### src/rtl/instruction_sequencer_pkg.sv
// sequencer_pkg: shared constants and types for the instruction sequencer.
//   PHASE_W    - width of the phase/state code
//   OP_*       - opcode field values taken from ir[7:6]
//   state_t    - FSM state encoding, which is also the exported phase code
//   levels_t   - decoded datapath select levels
package sequencer_pkg;

  localparam int PHASE_W = 3;

  localparam logic [1:0] OP_ADD   = 2'b00;
  localparam logic [1:0] OP_LOAD  = 2'b01;
  localparam logic [1:0] OP_STORE = 2'b10;
  localparam logic [1:0] OP_BEQ   = 2'b11;

  typedef enum logic [PHASE_W-1:0] {
    S_IDLE      = 3'd0,
    S_FETCH     = 3'd1,
    S_DECODE    = 3'd2,
    S_EXECUTE   = 3'd3,
    S_MEMORY    = 3'd4,
    S_WRITEBACK = 3'd5
  } state_t;

  typedef struct packed {
    logic reg_dst;
    logic alu_src;
    logic mem_to_reg;
    logic alu_op;
  } levels_t;

endpackage

### src/rtl/instruction_sequencer_if.sv
// instruction_sequencer_if: groups the sequencer's control-side signals.
//   master modport : drives step/run/instruction/alu_zero, observes the rest
//   slave modport  : the sequencer itself
//   Inputs  : step, run, instruction[7:0], alu_zero
//   Outputs : ir[7:0], phase, busy, seven one-cycle strobes,
//             four decoded levels, retired[RETIRE_W-1:0]
interface instruction_sequencer_if
  import sequencer_pkg::*;
#(
  parameter int RETIRE_W = 8
);
  logic                step;
  logic                run;
  logic [7:0]          instruction;
  logic                alu_zero;

  logic [7:0]          ir;
  logic [PHASE_W-1:0]  phase;
  logic                busy;

  logic                ir_load;
  logic                pc_inc;
  logic                pc_load;
  logic                alu_en;
  logic                mem_read;
  logic                mem_write;
  logic                reg_write;

  logic                reg_dst;
  logic                alu_src;
  logic                mem_to_reg;
  logic                alu_op;

  logic [RETIRE_W-1:0] retired;

  modport master (
    output step, run, instruction, alu_zero,
    input  ir, phase, busy,
    input  ir_load, pc_inc, pc_load, alu_en, mem_read, mem_write, reg_write,
    input  reg_dst, alu_src, mem_to_reg, alu_op,
    input  retired
  );

  modport slave (
    input  step, run, instruction, alu_zero,
    output ir, phase, busy,
    output ir_load, pc_inc, pc_load, alu_en, mem_read, mem_write, reg_write,
    output reg_dst, alu_src, mem_to_reg, alu_op,
    output retired
  );

endinterface

### src/rtl/instruction_sequencer_decoder.sv
// instruction_decoder: combinational opcode decode.
//   opcode     in  2 : ir[7:6]
//   levels     out   : reg_dst / alu_src / mem_to_reg / alu_op selects
//   last_phase out   : final phase of this opcode's path
module instruction_decoder
  import sequencer_pkg::*;
(
  input  logic [1:0] opcode,
  output levels_t    levels,
  output state_t     last_phase
);

  always_comb begin
    levels     = '0;
    last_phase = S_WRITEBACK;
    case (opcode)
      OP_ADD: begin
        levels.reg_dst = 1'b1;
      end
      OP_LOAD: begin
        levels.alu_src    = 1'b1;
        levels.mem_to_reg = 1'b1;
      end
      OP_STORE: begin
        levels.alu_src = 1'b1;
        last_phase     = S_MEMORY;
      end
      OP_BEQ: begin
        levels.alu_op = 1'b1;
        last_phase    = S_EXECUTE;
      end
      default: ;
    endcase
  end

endmodule

### src/rtl/instruction_sequencer.sv
// instruction_sequencer: multi-cycle fetch/decode/execute/memory/writeback
// controller for the 8-bit datapath. Advances one phase per step pulse.
//   clock in : system clock (rising edge)
//   clear in : asynchronous active-high reset
//   bus       : slave side of instruction_sequencer_if (step, run,
//               instruction, alu_zero in; ir, phase, busy, strobes,
//               levels, retired out)
//
// state     | meaning
// ----------+-------------------------------------------------
// IDLE      | waiting for step with run=1
// FETCH     | ir just latched, PC advanced
// DECODE    | operands selected
// EXECUTE   | ALU active; BEQ resolves here
// MEMORY    | data memory access (LOAD/STORE only)
// WRITEBACK | register file write (ADD/LOAD only)
module instruction_sequencer
  import sequencer_pkg::*;
#(
  parameter int RETIRE_W = 8
)
(
  input logic                    clock,
  input logic                    clear,
  instruction_sequencer_if.slave bus
);

  state_t              state_q, state_d;
  logic [7:0]          ir_q;
  logic [RETIRE_W-1:0] retired_q;
  logic                complete;

  logic ir_load_d, pc_inc_d, pc_load_d, alu_en_d;
  logic mem_read_d, mem_write_d, reg_write_d;
  logic ir_load_q, pc_inc_q, pc_load_q, alu_en_q;
  logic mem_read_q, mem_write_q, reg_write_q;

  logic [1:0] opcode;
  levels_t    dec_levels;
  state_t     last_phase;
  logic       entering;
  logic       busy;

  assign opcode = ir_q[7:6];

  instruction_decoder u_decoder (
    .opcode     (opcode),
    .levels     (dec_levels),
    .last_phase (last_phase)
  );

  always_comb begin
    state_d   = state_q;
    complete  = 1'b0;
    pc_load_d = 1'b0;
    case (state_q)
      S_IDLE: begin
        if (bus.step && bus.run) state_d = S_FETCH;
      end
      S_FETCH: begin
        if (bus.step) state_d = S_DECODE;
      end
      S_DECODE: begin
        if (bus.step) state_d = S_EXECUTE;
      end
      S_EXECUTE: begin
        if (bus.step) begin
          pc_load_d = (opcode == OP_BEQ) && bus.alu_zero;
          if (last_phase == S_EXECUTE)
            complete = 1'b1;
          else if (opcode == OP_LOAD || opcode == OP_STORE)
            state_d = S_MEMORY;
          else
            state_d = S_WRITEBACK;
        end
      end
      S_MEMORY: begin
        if (bus.step) begin
          if (last_phase == S_MEMORY) complete = 1'b1;
          else                        state_d  = S_WRITEBACK;
        end
      end
      S_WRITEBACK: begin
        if (bus.step) complete = 1'b1;
      end
      default: state_d = S_IDLE;
    endcase

    // Completion chains straight into the next fetch while run is held.
    if (complete) state_d = bus.run ? S_FETCH : S_IDLE;

    // No path revisits its own state, so any change of state is an entry.
    entering    = (state_d != state_q);
    ir_load_d   = entering && (state_d == S_FETCH);
    // A taken branch owns the PC in the cycle it would otherwise increment.
    pc_inc_d    = ir_load_d && !pc_load_d;
    alu_en_d    = entering && (state_d == S_EXECUTE);
    mem_read_d  = entering && (state_d == S_MEMORY) && (opcode == OP_LOAD);
    mem_write_d = entering && (state_d == S_MEMORY) && (opcode == OP_STORE);
    reg_write_d = entering && (state_d == S_WRITEBACK);
  end

  always_ff @(posedge clock or posedge clear) begin
    if (clear) begin
      state_q     <= S_IDLE;
      ir_q        <= '0;
      retired_q   <= '0;
      ir_load_q   <= 1'b0;
      pc_inc_q    <= 1'b0;
      pc_load_q   <= 1'b0;
      alu_en_q    <= 1'b0;
      mem_read_q  <= 1'b0;
      mem_write_q <= 1'b0;
      reg_write_q <= 1'b0;
    end else begin
      state_q     <= state_d;
      if (ir_load_d) ir_q <= bus.instruction;
      if (complete)  retired_q <= retired_q + RETIRE_W'(1);
      ir_load_q   <= ir_load_d;
      pc_inc_q    <= pc_inc_d;
      pc_load_q   <= pc_load_d;
      alu_en_q    <= alu_en_d;
      mem_read_q  <= mem_read_d;
      mem_write_q <= mem_write_d;
      reg_write_q <= reg_write_d;
    end
  end

  assign busy       = (state_q != S_IDLE);
  assign bus.busy   = busy;
  assign bus.phase  = state_q;
  assign bus.ir     = ir_q;
  assign bus.retired = retired_q;

  assign bus.ir_load   = ir_load_q;
  assign bus.pc_inc    = pc_inc_q;
  assign bus.pc_load   = pc_load_q;
  assign bus.alu_en    = alu_en_q;
  assign bus.mem_read  = mem_read_q;
  assign bus.mem_write = mem_write_q;
  assign bus.reg_write = reg_write_q;

  assign bus.reg_dst    = busy && dec_levels.reg_dst;
  assign bus.alu_src    = busy && dec_levels.alu_src;
  assign bus.mem_to_reg = busy && dec_levels.mem_to_reg;
  assign bus.alu_op     = busy && dec_levels.alu_op;

endmodule

### src/flat_wrapper.sv
// flat-port wrapper written by rule: the top's interface ports become plain ports
module instruction_sequencer_flat import sequencer_pkg::*;
#(
  parameter int RETIRE_W = 8
)
  (clock, clear, bus_step, bus_run, bus_instruction, bus_alu_zero, bus_ir, bus_phase, bus_busy, bus_ir_load, bus_pc_inc, bus_pc_load, bus_alu_en, bus_mem_read, bus_mem_write, bus_reg_write, bus_reg_dst, bus_alu_src, bus_mem_to_reg, bus_alu_op, bus_retired);
  instruction_sequencer_if #(.RETIRE_W(RETIRE_W)) bus_i ();
  input logic clock;
  input logic clear;
  input wire logic [$bits(bus_i.step)-1:0] bus_step;
  input wire logic [$bits(bus_i.run)-1:0] bus_run;
  input wire logic [$bits(bus_i.instruction)-1:0] bus_instruction;
  input wire logic [$bits(bus_i.alu_zero)-1:0] bus_alu_zero;
  output wire logic [$bits(bus_i.ir)-1:0] bus_ir;
  output wire logic [$bits(bus_i.phase)-1:0] bus_phase;
  output wire logic [$bits(bus_i.busy)-1:0] bus_busy;
  output wire logic [$bits(bus_i.ir_load)-1:0] bus_ir_load;
  output wire logic [$bits(bus_i.pc_inc)-1:0] bus_pc_inc;
  output wire logic [$bits(bus_i.pc_load)-1:0] bus_pc_load;
  output wire logic [$bits(bus_i.alu_en)-1:0] bus_alu_en;
  output wire logic [$bits(bus_i.mem_read)-1:0] bus_mem_read;
  output wire logic [$bits(bus_i.mem_write)-1:0] bus_mem_write;
  output wire logic [$bits(bus_i.reg_write)-1:0] bus_reg_write;
  output wire logic [$bits(bus_i.reg_dst)-1:0] bus_reg_dst;
  output wire logic [$bits(bus_i.alu_src)-1:0] bus_alu_src;
  output wire logic [$bits(bus_i.mem_to_reg)-1:0] bus_mem_to_reg;
  output wire logic [$bits(bus_i.alu_op)-1:0] bus_alu_op;
  output wire logic [$bits(bus_i.retired)-1:0] bus_retired;
  assign bus_i.step = bus_step;
  assign bus_i.run = bus_run;
  assign bus_i.instruction = bus_instruction;
  assign bus_i.alu_zero = bus_alu_zero;
  assign bus_ir = bus_i.ir;
  assign bus_phase = bus_i.phase;
  assign bus_busy = bus_i.busy;
  assign bus_ir_load = bus_i.ir_load;
  assign bus_pc_inc = bus_i.pc_inc;
  assign bus_pc_load = bus_i.pc_load;
  assign bus_alu_en = bus_i.alu_en;
  assign bus_mem_read = bus_i.mem_read;
  assign bus_mem_write = bus_i.mem_write;
  assign bus_reg_write = bus_i.reg_write;
  assign bus_reg_dst = bus_i.reg_dst;
  assign bus_alu_src = bus_i.alu_src;
  assign bus_mem_to_reg = bus_i.mem_to_reg;
  assign bus_alu_op = bus_i.alu_op;
  assign bus_retired = bus_i.retired;
  instruction_sequencer #(.RETIRE_W(RETIRE_W)) u_core (.clock(clock), .clear(clear), .bus(bus_i));
endmodule
### config.mk
export PLATFORM = sky130hd
export DESIGN_NAME = instruction_sequencer_flat
export DESIGN_NICKNAME = d
export VERILOG_FILES = /design/src/rtl/instruction_sequencer_pkg.sv /design/src/rtl/instruction_sequencer_if.sv /design/src/rtl/instruction_sequencer_decoder.sv /design/src/rtl/instruction_sequencer.sv /design/src/flat_wrapper.sv
export SDC_FILE = /design/constraint.sdc
export NUM_CORES = 1
export LEC_CHECK = 0
export ABC_AREA = 1
export CAP_MARGIN = 0
export CORE_MARGIN = 2
export CORE_UTILIZATION = 35
export CTS_CLUSTER_SIZE = 25
export DETAILED_ROUTE_END_ITERATION = 8
export SYNTH_ARGS = -nofsm -noshare
export SYNTH_HDL_FRONTEND = slang
export SYNTH_SLANG_ARGS = --single-unit
### constraint.sdc
create_clock -name clock -period 2.2 [get_ports clock]
set_input_delay 0.44 -clock clock [delete_from_list [all_inputs] [get_ports clock]]
set_output_delay 0.44 -clock clock [all_outputs]
set_load 0.02 [all_outputs]
### Word level (Yosys, flattened, before mapping)

Index checks and enable logic that the tools add are counted.

| storage, ports and cells | value |
|---|---|
| register bits | 26 |
| output and inout port bits | 31 |

| cells by class | value |
|---|---|
| add/sub/neg operators | 1 |
| equality and inequality tests | 15 |
| multiplexer cells | 24 |
| reductions and logical operators | 19 |

Operators with widths:

| operator | number |
|---|---|
| $mux W3 | 8 |
| $pmux W3 S6 | 1 |
| $eq A3 B3 Y1 const B | 5 |
| $logic_and A1 B1 Y1 | 13 |
| $mux W1 | 13 |
| $eq A3 B2 Y1 const B | 4 |
| $add A8 B1 Y8 const B | 1 |
| $eq A3 B1 Y1 const B | 2 |
| $pmux W3 S2 | 1 |
| $eq A2 B2 Y1 const B | 2 |
| $logic_not A3 Y1 | 1 |
| $ne A3 B3 Y1 | 1 |
| $pmux W1 S3 | 1 |
| $reduce_bool A3 Y1 | 1 |
| $eq A2 B1 Y1 const B | 1 |
| $logic_not A2 Y1 | 1 |
| $reduce_or A2 Y1 | 1 |
| $logic_not A1 Y1 | 1 |
| $logic_or A1 B1 Y1 | 1 |

### Depth between registers and ports, before layout

Gate-level depths: netlist of the first run.

| logic depth | value |
|---|---|
| depth in word-level cells | 10 |
| depth in mapped cells | 13 |
| depth with buffers taken out | 13 |

### Hierarchy

A second synthesis of the first run with hierarchy kept.

| second synthesis, totals | value |
|---|---|
| cell total of the unflattened synthesis | 162 |
| area total of the unflattened synthesis | 1,431.4 um^2 |

By module, submodules not included:

| module | instances | cells an instance | area an instance (um^2) | seq. area each (um^2) |
|---|---|---|---|---|
| instruction_sequencer | 1 | 152 | 1,346.3 | 650.6 |
| instruction_decoder | 1 | 10 | 85.1 | 0.0 |

### Worst setup path before layout of the first run

OpenSTA, ideal clock, no wires.

| timing path | value |
|---|---|
| path kind | register to register |
| from | register u_core.ir_q[6], in the netlist u_core.bus.ir[6] |
| to | register u_core.ir_q[7], in the netlist u_core.bus.ir[7] |
| data arrival time | 1.823 ns |
| data required time | 2.082 ns |
| setup slack | 0.259 ns |
| cell stages (with the launch flop) | 14 |
| buffers on the path | 1 |
| period minus slack after synthesis | 1.941 ns |
| cells stage by stage | dfrtp_1 inv_1 ha_1 nor2_1 a21oi_2 nand2_4 buf_12 inv_2 nand2_2 nand3_4 nor2_8 nand2_4 nand2_1 nand2_1 |

| on the way | value |
|---|---|
| word-level cells in the longest chain between the ends | 9 |

Ends and longest elaborated chain:

| item | RTL line | text |
|---|---|---|
| from (decl) | instruction_sequencer.sv:29 | `logic [7:0] ir_q;` |
| from (signal assigned) | instruction_sequencer.sv:117 | `if (ir_load_d) ir_q <= bus.instruction;` |
| $eq A2 B2 Y1, or another cell as far along | instruction_sequencer_decoder.sv:16 | `case (opcode)` |
| $pmux W3 S2 or $logic_or A1 B1 Y1 (tied branches) | instruction_sequencer_decoder.sv:16, instruction_sequencer.sv:71 |  |
| $eq A3 B3 Y1, or another cell as far along | instruction_sequencer.sv:79 | `if (last_phase == S_MEMORY) complete = 1'b1;` |
| $mux W3, or another cell as far along | instruction_sequencer.sv:79 |  |
| $mux W3, or another cell as far along | instruction_sequencer.sv:78 | `if (bus.step) begin` |
| $pmux W3 S6 or $pmux W1 S3 (tied branches) | instruction_sequencer.sv:56 | `case (state_q)` |
| $mux W3 (*) | instruction_sequencer.sv:90 | `if (complete) state_d = bus.run ? S_FETCH : S_IDLE;` |
| $ne A3 B3 Y1 or $eq A3 B1 Y1 (tied branches) | instruction_sequencer.sv:93, instruction_sequencer.sv:94 |  |
| $logic_and A1 B1 Y1 (*) | instruction_sequencer.sv:94 | `ir_load_d = entering && (state_d == S_FETCH);` |

Every way passes the cells marked *; elsewhere a longest branch is shown, timed or not.
A chain may end at the register's enable or synchronous reset.

### Worst setup path after layout of the first run

| timing path | value |
|---|---|
| from | register u_core.ir_q[6], in the netlist u_core.bus.ir[6] |
| to | output bus_alu_src |

| on the way | value |
|---|---|
| word-level cells in the longest chain between the ends | 4 |

Ends and longest elaborated chain:

| item | RTL line | text |
|---|---|---|
| $eq A2 B2 Y1 or $eq A2 B1 Y1 (tied branches) | instruction_sequencer_decoder.sv:16 |  |
| $reduce_or A2 Y1 (no source line) (*) | -- |  |
| $mux W1 (*) | instruction_sequencer_decoder.sv:16 |  |
| $logic_and A1 B1 Y1 (*) | instruction_sequencer.sv:144 | `assign bus.alu_src = busy && dec_levels.alu_src;` |
| to (decl) | flat_wrapper.sv:25 | `output wire logic [$bits(bus_i.alu_src)-1:0] bus_alu_src;` |

Marked as above.

==> impl_metrics.tcl, run 1 <==
set metrics [dict create \
    post_synth_main_area_contributors "sky130_fd_sc_hd__dfrtp_1, sky130_fd_sc_hd__nand2_1, sky130_fd_sc_hd__ha_1, sky130_fd_sc_hd__inv_1, sky130_fd_sc_hd__nand3_1" \
    insertedDiodeCount 0 \
    crit_path_start "u_core.bus.ir[6]" \
    timing.final.setup_violations 0 \
    cp_data_required_time_ns 1.76 \
    power.ir.vdd_worst_uv 685 \
    hold_path_class "reg -> reg" \
    die_width_um 68.4 \
    status "completed" \
    fp.dieH_um 68.4 \
    global_route_wire_length_before_repair_um 5040 \
    routedWlPerCell_um 11.9 \
    post_route_cells_drive_above_1_share 0.187 \
    replace_congestion 0.935 \
    rows 23 \
    vias 1166 \
    post-place-ws_ns -0.0395 \
    clockRootBuffer "sky130_fd_sc_hd__clkbuf_8" \
    period_minus_slack_ns 1.98 \
    timing.setup.tns_ns 0 \
    timing.critical_path.slowest_cell_delay_ns 0.43 \
    yosysSeqAreaShare 0.449 \
    power.internal_uw 1650 \
    syn_area_per_cell_um2 9.12 \
    layout-area-overhead-vs-synth_pct 40.3 \
    sequentialPowerShare 0.269 \
    synth_seq_cells 26 \
    tritoncts_clock_tree "yes" \
    slew_headroom 0.741 \
    synth-warning-count 0 \
    cts_sinks 26 \
    final_critical_path_setup_slack_ns 0.220 \
    synth_cell_type_count 30 \
    netSwitchingPower_uw 1380 \
    cts_made_buffers 3 \
    timing.clock.skew_ns 0.00609 \
    cell_type_contributing_the_most_total_cell_area_after_synthesis "sky130_fd_sc_hd__dfrtp_1" \
    p_clk_frac 0.127 \
    cts.clk_slew.worst_paths_ns 0.09 \
    synth_top_area_share 0.449 \
    num_io_pins 44 \
    first_pass_iters 4 \
    cp_common_cell "sky130_fd_sc_hd__inv_1" \
    critPathSlowestCell "sky130_fd_sc_hd__dfrtp_2" \
    worstPathMaxFanout 6 \
    post_route_ant_nets 0 \
    power-per-cell-area_nw_per_um2 1490 \
    global_route.usage.total 0.142 \
    drt_via_density 4.50 \
    worstSkewPairLatency_ns 0.26 \
    synth_cells 159 \
    critPathLaunchType "flop" \
    globalRoute.totalOverflow 0 \
    timing.critical_path.arrival_ns 1.54 \
    final_min_period_over_clock_period 0.900 \
    fillerInstances 390 \
    total_wire_length_um 3090 \
    criticalPathCategory "reg -> out" \
    power.share.switching 0.456 \
    port_buffers 43 \
    layout_net_count 230 \
    crit_path_cell_trace "inv_1 > ha_1 > inv_1 > nor2_1 > dlygate4sd2_1" \
    min-delay-start "u_core.bus.retired[7]" \
    cellLeakagePower_uw 0.00105 \
    syn-num-nets 179 \
    cts_buffer_depth 2 \
    h-tree-depth 1 \
    detailedPlacementHpwl_um 2430 \
    power.share.combinational 0.603 \
    detail_route.iter0.violations 62 \
    regToRegStartpoint "u_core.bus.ir[6]" \
    final-hold-violation-count 0 \
    max_freq_mhz 505 \
    drv_slew 0 \
    multi_input_area_um2 672 \
    sequential_cell_area_um2 657 \
    netlist_area_um2 1450 \
    tightest_slew_ns 0.385 \
    grt_max_degree 27 \
    grt_pass1_vias 1163 \
    maxCapViolCount 0 \
    grt_antenna_before_repair 0 \
    area_enclosed_by_the_die_boundary_um2 4670 \
    setup_repair_after_global_routing_missed_its_margin "no" \
    initial_utilization 0.363 \
    core-area_um2 4000 \
    critPathCaptureType "primary output" \
    drt_drc_violations_left 0 \
]
==> metal layers <==
layer	global-route usage	routed length, um	vias to the layer above
met4	0.0475	0	0
met2	0.244	1590	36
li1	-	-	594
met1	0.188	1380	536
met5	0	0	-
met3	0.0115	125	0
==> layout make-up <==
class | instances | area share
Inverter | 25 | 0.0461
Tap cell | 50 | 0.0308
Clock inverter | 1 | 0.0148
Clock buffer | 3 | 0.0203
Timing Repair Buffer | 49 | 0.235
Multi-Input combinational cell | 105 | 0.330
Sequential cell | 26 | 0.323
==> synthesized netlist by cell type <==
library cell	count
sky130_fd_sc_hd__buf_6	1
sky130_fd_sc_hd__nand4_1	3
sky130_fd_sc_hd__nand3_2	2
sky130_fd_sc_hd__nand3_4	1
sky130_fd_sc_hd__and2_1	1
sky130_fd_sc_hd__buf_2	1
sky130_fd_sc_hd__nor2_8	1
sky130_fd_sc_hd__nor2_1	11
sky130_fd_sc_hd__nor2_4	2
sky130_fd_sc_hd__buf_12	1
sky130_fd_sc_hd__a21oi_2	1
sky130_fd_sc_hd__nor3_2	1
sky130_fd_sc_hd__dfrtp_1	26
sky130_fd_sc_hd__nand2_4	2
sky130_fd_sc_hd__o211ai_1	1
sky130_fd_sc_hd__inv_2	3
sky130_fd_sc_hd__nand2_2	5
sky130_fd_sc_hd__nand3_1	16
sky130_fd_sc_hd__a21oi_4	1
sky130_fd_sc_hd__nor3_1	1
sky130_fd_sc_hd__xor2_1	5
sky130_fd_sc_hd__ha_1	7
sky130_fd_sc_hd__xnor2_1	2
sky130_fd_sc_hd__o21ai_0	1
sky130_fd_sc_hd__inv_1	22
sky130_fd_sc_hd__nand4_4	1
sky130_fd_sc_hd__nor4_1	1
sky130_fd_sc_hd__nor2_2	2
sky130_fd_sc_hd__nor3b_2	1
sky130_fd_sc_hd__nand2_1	36
==> critical path, delay by kind of cell, from the launching register on <==
kind,cells,cell delay [ns]
adder cells (fa/ha/maj),1,0.28
buffers and inverters,3,0.47
flip-flops,1,0.43
AND/OR/NAND/NOR,1,0.09
==> power by group through the flow <==
stage / logic (uW) / registers [uW] / clock network, uW
after floorplan: 1070 / 962 / 0
after global placement: 1830 / 809 / 0
after detailed placement: 1860 / 811 / 0
after CTS: 1860 / 815 / 402
after global routing: 2040 / 841 / 422
final: 1830 / 817 / 386
==> placed cells by master (no fill, tap or decap), drive strengths merged, types with 2 or more instances in the layout <==
master,count
ha,7
inv,25
dfrtp,26
buf,6
xor2,5
nand2,43
dlymetal6s2s,2
nand4,4
xnor2,2
a21oi,2
clkbuf,3
nor3,2
dlygate4sd2,2
clkdlybuf4s50,39
nor2,16
nand3,19
==> cells by family (layout without fill, tap and decap cells) <==
| family | after synthesis | after routing | synth area share |
|---|---|---|---|
| flip-flops | 26 | 26 | 0.449 |
| XOR/XNOR | 7 | 7 | 0.0423 |
| adder cells (fa/ha/maj) | 7 | 7 | 0.0604 |
| AO/OA/AOI/OAI | 4 | 4 | 0.0259 |
| AND/OR/NAND/NOR | 87 | 87 | 0.333 |
| buffers and inverters | 28 | 78 | 0.0897 |
==> what timing repair did <==
action                     in CTS  in global routing
setup buffers                   0                  0
setup endpoints to repair       4                  5
hold buffers                    0                  0
resized for setup               7                  3
==> stage by stage <==
step	area, um2	std cells	utilization	hold slack, ns	power, uW
finish	2030	259	0.509	0.477	3030
global route	2030	259	0.509	0.517	3300
CTS	2030	259	0.507	0.486	3070
detailed placement	1950	255	0.488	0.464	2670
global placement	1950	255	0.488	0.458	2640
floorplan	1450	159	-	0.480	2030
==> path summary, 6_finish.rpt <==
kind	slack, ns	cells after the start	to
worst max-delay path	0.22	5	bus_alu_src
worst min-delay path	0.48	1	u_core.bus.retired[7]
worst max register to register	0.25	9	u_core.bus.retired[6]
worst min register to register	0.48	1	u_core.bus.retired[7]
max in group asynchronous	1.40	3	u_core.bus.phase[1]
min in group asynchronous	0.52	3	u_core.bus.ir_load
No activity file was read; power rests on OpenSTA's default activity.
==> run 2: changes to the inputs <==
Settings changed: ABC_AREA 1 to default, RECOVER_POWER from default to 50.
==> run 2 against run 1 <==
Net effect: area after synthesis is 4.9% higher; hold slack worse by 0.0084 ns; total power is 11% lower; final cell count is 6.2% lower; worst setup slack worse by 0.14 ns; first-iteration DRC count is 4.8% higher; wire length is 15% higher; clock-buffer cell count stayed put.
==> impl_metrics.tcl, run 2 <==
set metrics [dict create \
    status "completed" \
    globalRoute.totalOverflow 0 \
    post_synth_main_area_contributors "sky130_fd_sc_hd__dfrtp_1, sky130_fd_sc_hd__ha_1, sky130_fd_sc_hd__nand4_1, sky130_fd_sc_hd__o311ai_1, sky130_fd_sc_hd__inv_1" \
    cts_buffer_depth 2 \
    rows 23 \
    detail_route.iter0.violations 65 \
    final_design_area_no_fill_um2 2080 \
    initial_utilization 0.372 \
    vias 1269 \
    num_io_pins 44 \
    power.ir.vdd_worst_uv 445 \
    crit_path_cell_trace "buf_4 > ha_1 > nor2b_1 > clkdlybuf4s50_1" \
    syn_area_per_cell_um2 10.4 \
    core-area_um2 4090 \
    timing.final.setup_violations 0 \
    synth_seq_cells 26 \
    synth_cell_type_count 37 \
    first_pass_iters 4 \
    drt_drc_violations_left 0 \
    timing.critical_path.arrival_ns 1.68 \
    total_power_uw 2690 \
    area_enclosed_by_the_die_boundary_um2 4890 \
    grt_pass1_vias 1255 \
    tritoncts_clock_tree "yes" \
    placed_area_um2 2010 \
    synth-warning-count 0 \
    slew_headroom 0.568 \
    hold_path_class "reg -> reg" \
    yosysSeqAreaShare 0.428 \
    clockRootBuffer "sky130_fd_sc_hd__clkbuf_8" \
    grt_max_degree 28 \
    total_wire_length_um 3570 \
    synth_enable_flop_cells 0 \
    post_route_ant_nets 0 \
    insertedDiodeCount 0 \
    cts_made_buffers 3 \
    timing.setup.tns_ns 0 \
    global_route_wire_length_before_repair_um 6170 \
    routedWlPerCell_um 14.7 \
    layout-area-overhead-vs-synth_pct 36.8 \
    critPathCaptureType "primary output" \
    holdBufCountCts 0 \
    h-tree-depth 1 \
    setup_repair_after_global_routing_missed_its_margin "no" \
    detailedPlacementHpwl_um 2680 \
    fp.dieH_um 69.9 \
    layout_net_count 214 \
    most-common-layout-cells "sky130_fd_sc_hd__clkdlybuf4s50_1, sky130_fd_sc_hd__dfrtp_1, sky130_fd_sc_hd__dlygate4sd3_1" \
    power-per-cell-area_nw_per_um2 1290 \
    critPathLaunchType "flop" \
    cts_sinks 26 \
    cp_data_required_time_ns 1.76 \
    final-hold-violation-count 0 \
    die_width_um 69.9 \
    grt_antenna_before_repair 0 \
    final_common_cell "sky130_fd_sc_hd__clkdlybuf4s50_1" \
    most_repeated_cell_in_the_gate_level_netlist_after_synthesis "sky130_fd_sc_hd__dfrtp_1" \
    worstSkewPairLatency_ns 0.28 \
    cell_type_contributing_the_most_total_cell_area_after_synthesis "sky130_fd_sc_hd__dfrtp_1" \
    postSynth.topFlopCell "sky130_fd_sc_hd__dfrtp_1" \
    critPathSlowestCell "sky130_fd_sc_hd__clkdlybuf4s50_1" \
    worstPathMaxFanout 5 \
    synth_cells 147 \
    layout.core_utilization 0.509 \
    final_min_period_over_clock_period 0.964 \
    netlist_area_um2 1520 \
    max_freq_mhz 472 \
    post_cts_buffers 0 \
    replace_congestion 0.801 \
    maxCapViolCount 0 \
    syn-num-nets 167 \
    timing.clock.skew_ns 0.00428 \
    synth_commonest_cells "sky130_fd_sc_hd__dfrtp_1, sky130_fd_sc_hd__inv_1, sky130_fd_sc_hd__nand4_1, sky130_fd_sc_hd__o311ai_1" \
    post_route_cells_drive_above_1_share 0.135 \
    synth_top_area_share 0.428 \
    global_route.usage.total 0.157 \
    period_minus_slack_ns 2.12 \
    cellLeakagePower_uw 0.000910 \
    criticalPathCategory "reg -> out" \
    drt_via_density 5.22 \
    cts.clk_slew.worst_paths_ns 0.10 \
    tightest_slew_ns 0.649 \
    timing.critical_path.slowest_cell_delay_ns 0.61 \
    postCtsResizedCells 2 \
    drv_slew 0 \
    port_buffers 43 \
    async_sr_flop_fraction 1.00 \
]
==> run 2: cell types whose count changed in the layout (fill, tap and decap cells not counted), moves of 8 or more <==
cell                              delta
sky130_fd_sc_hd__nand2_1            -31
sky130_fd_sc_hd__dlygate4sd3_1      +13
sky130_fd_sc_hd__clkdlybuf4s50_1    -12
sky130_fd_sc_hd__inv_1              -10
sky130_fd_sc_hd__nand3_1             -9
sky130_fd_sc_hd__nand4_1             +9
sky130_fd_sc_hd__o311ai_1            +8
==> run 2: worst paths after layout <==
check / startpoint / end / slack, ns / cells past startpoint
worst max-delay path: u_core.bus.ir[7] / bus_alu_op / 0.08 / 4
worst min-delay path: u_core.bus.retired[7] / u_core.bus.retired[7] / 0.47 / 1
worst max register to register: u_core.bus.ir[6] / u_core.bus.pc_inc / 0.27 / 6
worst min register to register: u_core.bus.retired[7] / u_core.bus.retired[7] / 0.47 / 1
max in group asynchronous: clear / u_core.bus.ir[5] / 1.02 / 3
min in group asynchronous: clear / u_core.bus.retired[6] / 0.76 / 3
==> run 2: layout make-up <==
class                           instances  area [um2]
Clock buffer                            3        41.3
Clock inverter                          1        30.0
Fill cell                             369        2010
Inverter                               12        45.0
Multi-Input combinational cell         98         748
Sequential cell                        26         651
Tap cell                               50        62.6
Timing Repair Buffer                   53         503
==> run 2: cells by family after synthesis <==
kind of cell,count (synthesis),synth area share
flops,26,0.428
simple gates,52,0.226
xor+xnor,8,0.0461
fa+ha+maj,7,0.0576
mux,1,0.00740
buf+inv,23,0.0806
compound gates,30,0.155
==> run 2: layer usage <==
metal	global-route usage	wire, um
met5	0	0
met4	0.0449	34
met3	0.0159	169
met2	0.271	1750
met1	0.210	1610
==> run 2: where the power goes <==
group          switching (uW)  leakage [uW]  internal (uW)
logic                     845      0.000558            692
registers                 115      0.000316            628
clock network             162     0.0000357            244
==> run 2: through the flow <==
stage / hold WS (ns) / instances / setup WS (ns)
floorplan: 0.480 / 147 / 0.475
global placement: 0.461 / 239 / 0.189
detailed placement: 0.462 / 239 / 0.144
CTS: 0.475 / 243 / 0.0281
global route: 0.487 / 243 / 0.000328
finish: 0.469 / 243 / 0.0794
==> run 2: critical path: cells and delay by family, from the launching register on <==
family / cells / cell delay, ns
AND/OR/NAND/NOR: 1 / 0.13
buffers and inverters: 2 / 0.75
flip-flops: 1 / 0.36
adder cells (fa/ha/maj): 1 / 0.17
